**src/rtl/pipeline_hazard_ctrl.sv**
```systemverilog
// rtl/pipeline_hazard_ctrl.sv - stall/flush sequencer for the 5-stage pipeline
// Optional STALL_COUNTERS_EN adds stall_cycles/flush_count performance counters.
module pipeline_hazard_ctrl #(
  parameter int unsigned MEM_TIMEOUT = 255
) (
  input  logic       clk,
  input  logic       reset,
  input  logic [4:0] id_rs1,
  input  logic [4:0] id_rs2,
  input  logic [4:0] ex_rd,
  input  logic       ex_MemRead,
  input  logic       ex_branch_taken,
  input  logic       mem_MemRead,
  input  logic       mem_MemWrite,
  input  logic       dmem_ack,
  output logic       dmem_req,
  output logic       pc_write,
  output logic       if_id_en,
  output logic       if_id_flush,
  output logic       id_ex_en,
  output logic       id_ex_flush,
  output logic       ex_mem_en,
  output logic       mem_wb_en,
  output logic       mem_wb_bubble,
`ifdef STALL_COUNTERS_EN
  output logic [31:0] stall_cycles,
  output logic [31:0] flush_count,
`endif
  output logic       mem_error
);

  typedef enum logic {RUN, MEM_WAIT} state_t;

  localparam logic [7:0] TIMEOUT_W = 8'(MEM_TIMEOUT);

  state_t     state, state_nxt;
  logic [7:0] wcnt, wcnt_nxt;
  logic       set_err;
  logic       freeze;
  logic       acc;
  logic       load_use;

  assign acc      = mem_MemRead | mem_MemWrite;
  assign load_use = ex_MemRead && (ex_rd != 5'd0) &&
                    ((ex_rd == id_rs1) || (ex_rd == id_rs2));

  always_ff @(posedge clk or posedge reset) begin
    if (reset) begin
      state     <= RUN;
      wcnt      <= 8'd0;
      mem_error <= 1'b0;
    end else begin
      state <= state_nxt;
      wcnt  <= wcnt_nxt;
      if (set_err) mem_error <= 1'b1;
    end
  end

  always_comb begin
    state_nxt = state;
    wcnt_nxt  = wcnt;
    set_err   = 1'b0;
    freeze    = 1'b0;
    dmem_req  = 1'b0;
    case (state)
      RUN: begin
        dmem_req = acc;
        if (acc && !dmem_ack) begin
          freeze    = 1'b1;
          state_nxt = MEM_WAIT;
          wcnt_nxt  = 8'd1;
        end
      end
      MEM_WAIT: begin
        dmem_req = 1'b1;
        if (!dmem_ack) begin
          freeze = 1'b1;
          if (wcnt != 8'hFF) wcnt_nxt = wcnt + 8'd1;
          if (wcnt == TIMEOUT_W) set_err = 1'b1;
        end else begin
          state_nxt = RUN;
          wcnt_nxt  = 8'd0;
        end
      end
      default: begin
        state_nxt = RUN;
        wcnt_nxt  = 8'd0;
      end
    endcase
    // reset forces the idle pattern, including a same-cycle drop of dmem_req
    if (reset) begin
      freeze   = 1'b0;
      dmem_req = 1'b0;
    end
  end

  always_comb begin
    pc_write      = 1'b1;
    if_id_en      = 1'b1;
    if_id_flush   = 1'b0;
    id_ex_en      = 1'b1;
    id_ex_flush   = 1'b0;
    ex_mem_en     = 1'b1;
    mem_wb_en     = 1'b1;
    mem_wb_bubble = 1'b0;
    if (!reset) begin
      if (freeze) begin
        pc_write      = 1'b0;
        if_id_en      = 1'b0;
        id_ex_en      = 1'b0;
        ex_mem_en     = 1'b0;
        mem_wb_bubble = 1'b1;
      end else if (ex_branch_taken) begin
        if_id_flush = 1'b1;
        id_ex_flush = 1'b1;
      end else if (load_use) begin
        pc_write    = 1'b0;
        if_id_en    = 1'b0;
        id_ex_flush = 1'b1;
      end
    end
  end

`ifdef STALL_COUNTERS_EN
  always_ff @(posedge clk or posedge reset) begin
    if (reset) begin
      stall_cycles <= 32'd0;
      flush_count  <= 32'd0;
    end else begin
      if (!pc_write)   stall_cycles <= stall_cycles + 32'd1;
      if (if_id_flush) flush_count  <= flush_count + 32'd1;
    end
  end
`endif

endmodule

```
**config.mk**
```make
export PLATFORM = sky130hd
export DESIGN_NAME = pipeline_hazard_ctrl
export DESIGN_NICKNAME = d
export VERILOG_FILES = /design/src/rtl/pipeline_hazard_ctrl.sv
export SDC_FILE = /design/constraint.sdc
export NUM_CORES = 1
export LEC_CHECK = 0
export CORE_ASPECT_RATIO = 1.2
export CORE_MARGIN = 2
export CORE_UTILIZATION = 44
export CTS_CLUSTER_DIAMETER = 120
export DETAILED_ROUTE_END_ITERATION = 10
export PLACE_DENSITY = 0.94
export SYNTH_ARGS = -nofsm -noshare
export SYNTH_HDL_FRONTEND = slang
export SYNTH_SLANG_ARGS = --single-unit
```
**constraint.sdc**
```tcl
create_clock -name clk -period 4.9 [get_ports clk]
set_clock_uncertainty 0.15 [all_clocks]
set_input_delay 1.225 -clock clk [delete_from_list [all_inputs] [get_ports clk]]
set_output_delay 1.225 -clock clk [all_outputs]
set_load 0.03 [all_outputs]
```
# Word level (Yosys, flattened, before mapping)
# Index checks and enable logic that the tools add are counted.
[word_totals]
wordCells = 47
regBits = 10
in_bits = 22
output_inout_bits = 10
[op_classes]
n_addsub = 1
n_mux = 28
reduce_logical = 7
bitwise = 2
n_eq_ne = 6
[ops]
columns = ["op", "n"]
rows = [
  ["2-to-1 mux 8 bit", 3],
  ["2-to-1 mux 1 bit", 22],
  ["case mux 8 bit (2 select lines)", 1],
  ["equality test 5 bit", 2],
  ["adder 8 x 1 -> 8 bit (second input constant)", 1],
  ["equality test 8 bit (second input constant)", 1],
  ["!= test 8 bit (second input constant)", 1],
  ["nonzero test 5 bit", 1],
  ["case mux 1 bit (2 select lines)", 2],
  ["logical AND 1 bit", 3],
  ["!= test 3 x 2 -> 1 bit (second input constant)", 1],
  ["!= test 2 bit (second input constant)", 1],
  ["AND reduction 2 bit", 1],
  ["zero test 1 bit", 1],
  ["logical OR 1 bit", 1],
  ["inverter 1 bit", 1],
  ["bitwise OR 1 bit", 1],
]

# Depth between registers and ports, before layout
[depth]
word_depth = 7
mapped_depth = 5
depth_no_buf = 5

# Least setup slack after synthesis
# OpenSTA, ideal clock, no wires.
[synth_timing]
path_kind = "input to output"
start = "input ex_rd[1]"
end = "output pc_write"
required_ns = 3.525
stages = 5
n_path_buf = 1
slack_ns = 0.764
t_arrival_ns = 2.761
path_cell_list = "or4_1 -> o21ai_2 -> nor3_1 -> a21oi_1 -> buf_4"
[synth_via]
elab_chain_len = 7
elab_cells_between_ends = 10
[synth_lines]
columns = ["item", "line_no", "source"]
rows = [
  ["start, declared", "10", "input logic [4:0] ex_rd,"],
  ["equality test 5 bit or nonzero test 5 bit (tied branches)", "45, 44", ""],
  ["logical OR 1 bit or logical AND 1 bit (tied branches)", "45, 44", ""],
  ["logical AND 1 bit *", "44", "assign load_use = ex_MemRead && (ex_rd != 5'd0) &&"],
  ["2-to-1 mux 1 bit * (4 in series)", "--", ""],
  ["end, declared", "17", "output logic pc_write,"],
]
# Every way passes the cells marked *; elsewhere a longest branch is shown, timed or not.

# Worst setup path after layout
[layout_timing]
start = "input ex_rd[1]"
end = "output if_id_en"
[layout_via]
elab_chain_len = 7
elab_cells_between_ends = 10
[layout_lines]
columns = ["item", "line_no", "source"]
rows = [
  ["equality test 5 bit or nonzero test 5 bit (tied branches)", "45, 44", ""],
  ["logical OR 1 bit or logical AND 1 bit (tied branches)", "45, 44", ""],
  ["logical AND 1 bit *", "44", ""],
  ["2-to-1 mux 1 bit *", "116", "end else if (load_use) begin"],
  ["2-to-1 mux 1 bit *", "113", "end else if (ex_branch_taken) begin"],
  ["2-to-1 mux 1 bit *", "107", "if (freeze) begin"],
  ["2-to-1 mux 1 bit *", "106", "if (!reset) begin"],
  ["end, declared", "18", "output logic if_id_en,"],
]
# Marked as above.

==> reports/results.ini <==
[synth]
synth.cell_area_sq_um=741
synth_warnings=0
ys.flop_type=dfrtp_1
synth_commonest_cells=xnor2_1, dfrtp_1, nand2_1
yosysSeqAreaShare=0.338
synth-edff-count=0
synth_area_leaders=dfrtp_1, xnor2_1, nand2_1, o41ai_4, a22o_1
synth_seq_cells=10
synth.most_common_cell=xnor2_1
ys_types=31
synth_top_cell_area_share=0.338
synth_top_area_cell=dfrtp_1
synthCells=82
synthesis.nets=105
ys_async_sr_fraction=1.00
synth_area_per_cell_sq_um=9.03

[critical_path]
worst_path_most_repeated_cell=clkdlybuf4s50_1
path_max_fanout=3
arrival_ns=3.37
cp_top_family=buffers and inverters
reg2reg_depth=3
cp-start-kind=primary input
critical_path_buf_inv_count=2
cp-end-kind=output port
cp_slowest_cell=clkdlybuf4s50_1
cp.depth=6
path_class=in -> out
crit_required_ns=3.52
cp_slowest_stage_delay_ns=0.70
crit_chain=clkdlybuf4s50_1, or4_1, o21ai_2, nor3_1, a21oi_1, clkdlybuf4s50_1

[cts]
clk_latency_ns=0.26
cts_setup_buffers=0
cts_sinks=10
clk_pin_slew_worst_paths_ns=0.07
cts_tree=done
htree_levels=1
clock_path_buffers=2
cts_made_buffers=3
root_buffer=clkbuf_4
postCtsResizedCells=0
cts-hold-fix-buffers=0

[floorplanning]
core_sq_mm=0.00160
die_w_um=41.5
pin_count=32
chipHeight_um=48.9
start_util=0.462
rows=16
fp.dieArea_sq_mm=0.00203

[global_routing]
grt_start_max_net_pins=13
grt_pass1_vias=753
grt_pass1_wl_um=2960
grt_usage=0.183
antenna_found_initial=0
grt_overflow=0

[finish]
synthToLayoutAreaGrowth_pct=42.9
n_antenna_cell=0
fin_util=0.661
nNetsFinal=136
fin_cells=129
drive_gt1_frac=0.0901

[pwr]
leakage_uw=0.000432
vdd_drop_max_mv=0.139
power_uw=214
powerDensity_mw_per_mm2=202

[detailed_routing]
first_iter_violations=29
first_pass_iters=4
wl_per_cell_um=13.6
final_antenna_net_count=0
vias=726
viasPerCell=5.63
wirelength_um=1750
drcViolationCount=0

[flow_run]
maxCapViolations=0

[sta]
slew_headroom=0.511
slew_viol_final=0
hold_violations=0
setup_viol=0
layout_setup_ws_ns=0.155
clock.fmax_mhz=211
min_period_over_period=0.968
rsz0062_at_grt=false
worstMarginPinSlew_ns=0.732
period_minus_slack_ns=4.74
finalSetupTns_ns=0

[placement]
dp.cells=126
gp_congestion=0.806
place_hpwl_um=1410
place_ws_ns=0.165
io_buffers=30

[min_path]
hp-class=reg -> reg
whs_path_depth=1

[run_status]
outcome=finished clean

final cells by class:
cell class	instances	area, sq um
Inverter	3	11.3
Clock buffer	3	22.5
Timing Repair Buffer	30	300
Sequential cell	10	250
Tap cell	18	22.5
Fill cell	140	543
Multi-Input combinational cell	65	452
cell usage in the layout (no fill, tap or decap), drive strengths merged, types with 4 or more instances in the layout:
| cell | count |
|---|---|
| xnor2 | 11 |
| nor3 | 6 |
| nand2 | 9 |
| clkdlybuf4s50 | 30 |
| o21ai | 4 |
| nand3 | 4 |
| dfrtp | 10 |
| nor2 | 6 |
per-layer routing:
layer / part of all wire / vias to the layer above / global-route usage
met5: 0 / - / 0
met4: 0.0069 / 0 / 0.0645
met3: 0.075 / 2 / 0.0444
met2: 0.51 / 34 / 0.326
met1: 0.41 / 340 / 0.207
li1: - / 350 / -
state kept, by name, summed over array words and instances, names as in the netlist:
signal / flops
state: 1
mem_error: 1
wcnt: 8
path summary, 6_finish.rpt:
path | startpoint | to | slack (ns)
min in group asynchronous | reset | wcnt[7]$_DFFE_PP0P_ | 1.23
min reg2reg | mem_error$_DFFE_PP0P_ | mem_error$_DFFE_PP0P_ | 0.35
max in group asynchronous | reset | wcnt[5]$_DFFE_PP0P_ | 3.08
max | ex_rd[1] | if_id_en | 0.16
max reg2reg | state$_DFF_PP0_ | wcnt[5]$_DFFE_PP0P_ | 3.10
min | mem_error$_DFFE_PP0P_ | mem_error$_DFFE_PP0P_ | 0.35
cell families after synthesis:
logic type	synth area share
buffers and inverters	0.0524
flip-flops	0.338
adder cells (fa/ha/maj)	0.0169
AND/OR/NAND/NOR	0.198
other	0.00506
AO/OA/AOI/OAI	0.235
multiplexers	0.0135
XOR/XNOR	0.142
power by group:
group / leakage [uW] / total (uW) / switching, uW / internal [uW]
sequential: 0.000135 / 90.3 / 4.44 / 85.8
clock: 0.0000138 / 55.6 / 27.3 / 28.3
combinational: 0.000283 / 68.0 / 32.2 / 35.8
total: 0.000432 / 214 / 64.0 / 150
metrics by stage:
stage | hold slack [ns] | cell area, sq um
after CTS | 0.349 | 1060
after detailed placement | 0.334 | 1040
after global placement | 0.291 | 1040
final | 0.353 | 1060
after floorplan | 0.322 | 741
after global routing | 0.364 | 1060
(Power assumes the default switching activity.)
